==> config.mk <==
export PLATFORM = sky130hd
export DESIGN_NAME = ctrl_seq
export DESIGN_NICKNAME = d
export VERILOG_FILES = /design/src/rtl/ctrl_seq.sv
export SDC_FILE = /design/constraint.sdc
export NUM_CORES = 1
export LEC_CHECK = 0
export BUFFER_PORTS_ARGS = -buffer_cell sky130_fd_sc_hd__buf_2
export CORE_AREA = 10 10 47 49
export DETAILED_ROUTE_END_ITERATION = 10
export DIE_AREA = 0 0 57 59
export GPL_TIMING_DRIVEN = 1
export PLACE_DENSITY_LB_ADDON = 0.08
export SLEW_MARGIN = 20
export SYNTH_ARGS = -nofsm -noshare
export SYNTH_HDL_FRONTEND = slang
export SYNTH_SLANG_ARGS = --single-unit
==> constraint.sdc <==
create_clock -name clk -period 1.27 [get_ports clk]
set_input_delay 0.0635 -clock clk [delete_from_list [all_inputs] [get_ports clk]]
set_output_delay 0.0635 -clock clk [all_outputs]
set_load 0.01 [all_outputs]
==> src/rtl/ctrl_seq.sv <==
// ctrl_seq: instruction sequencer for a simple load/store datapath.
//
// A 3-bit state register walks START0 -> START1 -> FETCH -> DECODE ->
// EXECUTE -> MEM -> WRITEBACK -> FETCH, with a HALT state entered on the
// HLT opcode and left on a run pulse. All datapath controls are decoded
// combinationally from the present state, the opcode, the mode/mask
// field, the status flags and mem_rdy.
//
// Ports:
//   clk       single clock, all state on the rising edge
//   rst_f     asynchronous active-high reset, forces START0
//   opcode    instruction opcode from IR (OPW bits)
//   mm        mode field / branch condition mask (MMW bits)
//   stat      ALU status flags (MMW bits)
//   mem_rdy   memory access completes this cycle
//   run       resume pulse, sampled only in HALT
//   ir_load   load instruction register
//   pc_write  PC update enable
//   pc_sel    0 = PC+1, 1 = branch address
//   pc_rst    force PC to 0
//   br_sel    1 = absolute branch target, 0 = PC-relative
//   rb_sel    1 = second read port addresses the destination field
//   rf_we     register file write enable
//   wb_sel    0 = ALU result, 1 = memory data
//   mem_we    data memory write enable
//   alu_op    00 reg-reg, 01 immediate, 10 pass/address add
//   halted    controller is in HALT
//   state     present state encoding (debug)
module ctrl_seq #(
    parameter int OPW     = 4,
    parameter int MMW     = 4,
    parameter int WAIT_EN = 1
) (
    input  logic           clk,
    input  logic           rst_f,
    input  logic [OPW-1:0] opcode,
    input  logic [MMW-1:0] mm,
    input  logic [MMW-1:0] stat,
    input  logic           mem_rdy,
    input  logic           run,
    output logic           ir_load,
    output logic           pc_write,
    output logic           pc_sel,
    output logic           pc_rst,
    output logic           br_sel,
    output logic           rb_sel,
    output logic           rf_we,
    output logic           wb_sel,
    output logic           mem_we,
    output logic [1:0]     alu_op,
    output logic           halted,
    output logic [2:0]     state
);

    typedef enum logic [2:0] {
        S_START0    = 3'd0,
        S_START1    = 3'd1,
        S_FETCH     = 3'd2,
        S_DECODE    = 3'd3,
        S_EXECUTE   = 3'd4,
        S_MEM       = 3'd5,
        S_WRITEBACK = 3'd6,
        S_HALT      = 3'd7
    } state_t;

    localparam logic [OPW-1:0] OP_LOD = OPW'(1);
    localparam logic [OPW-1:0] OP_STR = OPW'(2);
    localparam logic [OPW-1:0] OP_SWP = OPW'(3);
    localparam logic [OPW-1:0] OP_BRA = OPW'(4);
    localparam logic [OPW-1:0] OP_BRR = OPW'(5);
    localparam logic [OPW-1:0] OP_BNE = OPW'(6);
    localparam logic [OPW-1:0] OP_BNR = OPW'(7);
    localparam logic [OPW-1:0] OP_ALU = OPW'(8);
    localparam logic [OPW-1:0] OP_HLT = OPW'(15);
    localparam logic [MMW-1:0] MM_IMM = MMW'(8);

    state_t cur_st;
    state_t nxt_st;

    logic rdy;
    logic is_lod, is_str, is_swp, is_alu, is_hlt;
    logic is_mem_op, br_on_set, br_on_clr, br_taken, br_abs;
    logic [1:0] ex_alu_op;

    // With stalls disabled the memory is treated as always ready.
    assign rdy = (WAIT_EN != 0) ? mem_rdy : 1'b1;

    assign is_lod    = (opcode == OP_LOD);
    assign is_str    = (opcode == OP_STR);
    assign is_swp    = (opcode == OP_SWP);
    assign is_alu    = (opcode == OP_ALU);
    assign is_hlt    = (opcode == OP_HLT);
    assign is_mem_op = is_lod | is_str | is_swp;

    // BRA/BRR branch when any masked flag is set, BNE/BNR when none are.
    assign br_on_set = (opcode == OP_BRA) | (opcode == OP_BRR);
    assign br_on_clr = (opcode == OP_BNE) | (opcode == OP_BNR);
    assign br_taken  = (br_on_set & ((stat & mm) != '0)) |
                       (br_on_clr & ((stat & mm) == '0));
    assign br_abs    = (opcode == OP_BRA) | (opcode == OP_BNE);

    assign ex_alu_op = !is_alu        ? 2'b10 :
                       (mm == MM_IMM) ? 2'b01 : 2'b00;

    always_ff @(posedge clk or posedge rst_f) begin
        if (rst_f) begin
            cur_st <= S_START0;
        end else begin
            cur_st <= nxt_st;
        end
    end

    always_comb begin
        nxt_st   = cur_st;
        ir_load  = 1'b0;
        pc_write = 1'b0;
        pc_sel   = 1'b0;
        pc_rst   = 1'b0;
        br_sel   = 1'b0;
        rb_sel   = 1'b0;
        rf_we    = 1'b0;
        wb_sel   = 1'b0;
        mem_we   = 1'b0;
        alu_op   = 2'b10;
        halted   = 1'b0;

        case (cur_st)
            S_START0: begin
                pc_rst = 1'b1;
                nxt_st = S_START1;
            end
            S_START1: begin
                pc_rst = 1'b1;
                nxt_st = S_FETCH;
            end
            S_FETCH: begin
                // PC advances only on the cycle the fetch completes.
                ir_load  = 1'b1;
                pc_write = rdy;
                if (rdy) begin
                    nxt_st = S_DECODE;
                end
            end
            S_DECODE: begin
                nxt_st = is_hlt ? S_HALT : S_EXECUTE;
            end
            S_EXECUTE: begin
                alu_op = ex_alu_op;
                rb_sel = is_str | is_swp;
                if (br_taken) begin
                    pc_write = 1'b1;
                    pc_sel   = 1'b1;
                    br_sel   = br_abs;
                end
                nxt_st = S_MEM;
            end
            S_MEM: begin
                alu_op = ex_alu_op;
                rb_sel = is_str | is_swp;
                mem_we = is_str | is_swp;
                if (rdy || !is_mem_op) begin
                    nxt_st = S_WRITEBACK;
                end
            end
            S_WRITEBACK: begin
                alu_op = ex_alu_op;
                rb_sel = is_str | is_swp;
                rf_we  = is_alu | is_lod | is_swp;
                wb_sel = is_lod | is_swp;
                nxt_st = S_FETCH;
            end
            S_HALT: begin
                halted = 1'b1;
                if (run) begin
                    nxt_st = S_FETCH;
                end
            end
            default: begin
                nxt_st = S_START0;
            end
        endcase
    end

    assign state = cur_st;

endmodule

# == Word-level counts from Yosys, hierarchy flattened ==
# Index checks and enable logic that the tools add are counted.
# op_classes
n_addsub,0
n_mul,0
div_mod_pow,0
order_cmp,0
eq_ne,20
shifts,0
muxes,20
bitwise_logic,13
n_reduce_logical,9
# op_table
op,count
3-bit case mux with 7 select lines,1
"4-bit by 3-bit == test with 1-bit output, second input constant",4
"3-bit == test, second input constant",4
"4-bit == test, second input constant",3
1-bit 2-to-1 mux,12
1-bit OR,10
3-bit 2-to-1 mux,3
"4-bit by 2-bit == test with 1-bit output, second input constant",2
"3-bit by 2-bit == test with 1-bit output, second input constant",2
2-bit 2-to-1 mux,3
"2-bit != test, second input constant",3
4-bit bitwise AND,1
"4-bit by 1-bit == test with 1-bit output, second input constant",1
4-bit zero test,1
4-bit nonzero test,1
2-bit OR reduction,2
"3-bit by 1-bit == test with 1-bit output, second input constant",1
3-bit zero test,1
3-bit AND reduction,1
3-bit OR reduction,1
1-bit bitwise AND,2
1-bit case mux with 2 select lines,1
1-bit zero test,1
1-bit logical OR,1
# totals
register_bits,3
latchBits,0
ram_bits,0
romBits,0
inputBits,16
word_cells,63
memories,0

# == Depth between registers and ports, before layout ==
# depth
ltp_word,7
ltp_mapped,6

# == Least setup slack after synthesis ==
# OpenSTA, ideal clock, no wires.
# synth_path
kind,flip-flop to output port
start,"reg cur_st[0], in the netlist state[0]"
end,out pc_write
arrival_time_ns,1.511
setup_slack_ns,-0.305
path_stages_with_launch,7
n_path_buf,1
path_cell_list,dfrtp_1 -> buf_6 -> or3b_1 -> a2111oi_4 -> nor2_2 -> inv_2 -> a21o_1
# synth_via
elab_chain_cells,2
# synth_rtl
element,line_no,source
start: declaration,77,state_t cur_st;
start signal: assignment,109,cur_st <= nxt_st;
3-bit == test / 3-bit by 2-bit == test with 1-bit output (equally long branches),127,case (cur_st)
1-bit case mux with 2 select lines *,127,
end: declaration,42,"output logic pc_write,"
# Every way passes the cells marked *; elsewhere a longest branch is shown, timed or not.

# == Final worst setup path ==
# layout_path
start,"reg cur_st[1], in the netlist state[1]"
end,out pc_write
# Same word-level chain as after synthesis.

==> qor.yml <==
outcome:
  status: "finished with violations"
  violations: "negative setup slack"
critical_path:
  path_buf_inv: 2
  slowest_stage: "or3b_4"
  worstPathRequired_ns: 1.21
  cpPeakStageDelay_ns: 0.41
  critPathMaxFanout: 2
  path_cells: "or3b_4, a2111oi_4, nor2_2, inv_2, a21o_1, buf_6"
  cp_top_family: "simple AND/OR/NAND/NOR gates"
  path_class: "flip-flop to output port"
  start_kind: "flip-flop"
  crit_arrival_ns: 1.56
  end_kind: "output port"
floorplan:
  dieArea_um2: 3360
  row_count: 14
  ios: 31
  die_h_um: 59
  die_w_um: 57
  core_area_um2: 1400
  initial_core_util_pct: 27.9
detailed_routing:
  drc_errors: 0
  drt-total-wl_um: 1480
  via_per_inst: 4.72
  drt_iter0_markers: 6
  routedWlPerCell_um: 13.2
  vias: 529
  route.antenna.remaining_nets: 0
  first_pass_iters: 4
finish:
  drive_gt1_share_pct: 67.7
  layout.cells.most_common_list: "buf_2, buf_4, buf_6, nor2_1, nand2_1"
  layout_commonest_cell: "buf_2"
  area_growth_syn_to_layout_pct: 101
  n_antenna_cell: 0
  final_util_pct: 55.9
  largest_register_ffs: 3
  final_net_count: 113
hold_path:
  hold_path.class: "primary input to flip-flop"
place:
  io_buffers: 30
  dpl.hpwl_um: 1130
  gp_congestion: 0.799
global_routing:
  gr-usage-all-layers_pct: 8.06
  grt_pass1_wl_um: 2260
  grt-ovfl-total: 0
  grt_max_degree: 14
  grt_pass1_vias: 533
  antenna_found_initial: 0
timing:
  rsz0062_at_grt: "true"
  period_needed_ns: 1.63
  tightest_slew_ns: 0.318
  finalCritPeriodShare_pct: 128
  slew_violations: 0
  clock_skew_ns: 0.00247
  final-hold-violation-count: 0
  relSlewSlack_pct: 78.8
  fmax_mhz: 614
  setup_ws_ns: -0.357
  finalSetupViolCount: 13
power_and_ir_drop:
  leakage_nw: 0.390
  power_mw: 1.41
  power.density_nw_per_um2: 1800
  peakVddDrop_mv: 0.933
clock_network:
  clk_pin_slew_ns: 0.04
  clk_path_buf_depth: 2
  clock_sinks: 3
  cts_root_buffer: "clkbuf_4"
  cts_tree: "built"
  cts_buffers: 3
  cts.htree.levels: 1
  clock_latency_ns: 0.23
yosys:
  synth_seq_cells: 3
  yosysWarningCount: 0
  synth.distinct_cells: 25
  synth_area_per_cell_um2: 7.81
  synth.cell_area_um2: 390
  ys_seq_area_share_pct: 19.2
  syn_nets: 66
  syn_inst: 50
job:
  maxCapViolCount: 0
## timing repair
action,CTS,global route
hold buffers,1,0
buffers inserted,5,1
pin swaps,4,1
setup endpoints to repair,11,13
hold endpoints to repair,3,0
gates cloned,0,0
resized for setup,10,8
## path summary, 6_finish.rpt
kind | from | end | slack, ns | depth (start not counted)
max in group asynchronous | rst_f | state[1] | 0.88 | 3
hold / removal | run | state[2] | 0.12 | 4
hold reg to reg | state[1] | state[2] | 0.65 | 2
min in group asynchronous | rst_f | state[0] | 0.25 | 3
setup / recovery | state[1] | pc_write | -0.36 | 6
setup reg to reg | state[2] | state[0] | -0.23 | 5
## report_power, final
part / total [mW] / internal (mW) / switching, mW
sequential: 0.186 / 0.148 / 0.0385
combinational: 1.06 / 0.561 / 0.503
clock: 0.162 / 0.117 / 0.0449
## through the flow
step / std cells / setup slack [ns] / hold WS, ns / TNS (ns) / instance area [µm²]
floorplan: 50 / -0.172 / -0.183 / -0.640 / 422
global placement: 101 / -0.114 / -0.0710 / -0.452 / 618
detailed placement: 101 / -0.121 / -0.0719 / -0.502 / 618
CTS: 111 / -0.376 / 0.119 / -2.24 / 738
global route: 112 / -0.429 / 0.140 / -3.61 / 783
finish: 112 / -0.357 / 0.121 / -2.55 / 783
## cell type report
| type | instances | area, µm² |
|---|---|---|
| repair buffers | 45 | 297 |
| fillers | 138 | 618 |
| multi-input cells | 41 | 353 |
| well taps | 16 | 20.0 |
| inverters | 3 | 11.3 |
| flip-flops and latches | 3 | 76.3 |
| clock buffers | 4 | 26.3 |
## tightest hold or removal path: stages
cell and delay, ns:
buf_2 0.08, nand2_1 0.04, nand2_1 0.05, a21oi_1 0.06
## kinds of logic after synthesis
group                  after synthesis  share of synthesized area [%]
and+or+nand+nor                     29                           45.2
AOI/OAI and AO/OA                   11                           23.1
buffers and inverters                6                           9.93
DFF                                  3                           19.2
muxes                                1                           2.56
## per-layer routing
layer  vias up  part of all wire [%]  global-route usage [%]
li1        276                     -                       -
met1       227                    43                    8.86
met2        26                    46                    12.9
met3         0                    11                    4.94
met4         0                     0                    2.01
met5         -                     0                       0
## synthesized netlist by cell type
cell       n  area, µm²
a2111oi_4  1       27.5
a21o_1     1       7.51
a21oi_1    5       25.0
a22oi_1    2       15.0
a31oi_1    1       6.26
and3b_1    1       8.76
and4_1     1       8.76
and4b_2    1       11.3
buf_2      1       5.00
buf_6      2       22.5
dfrtp_1    3       75.1
inv_1      2       7.51
inv_2      1       3.75
mux2i_1    1       10.0
nand2_1    5       18.8
nand2b_1   3       18.8
nand3b_1   1       7.51
nand4_1    2       12.5
nor2_1     7       26.3
nor2_2     1       6.26
nor3b_1    2       15.0
nor3b_2    1       12.5
nor4_1     2       12.5
o22a_1     1       8.76
or3b_1     2       17.5
Power figures use the tool's default switching activity.
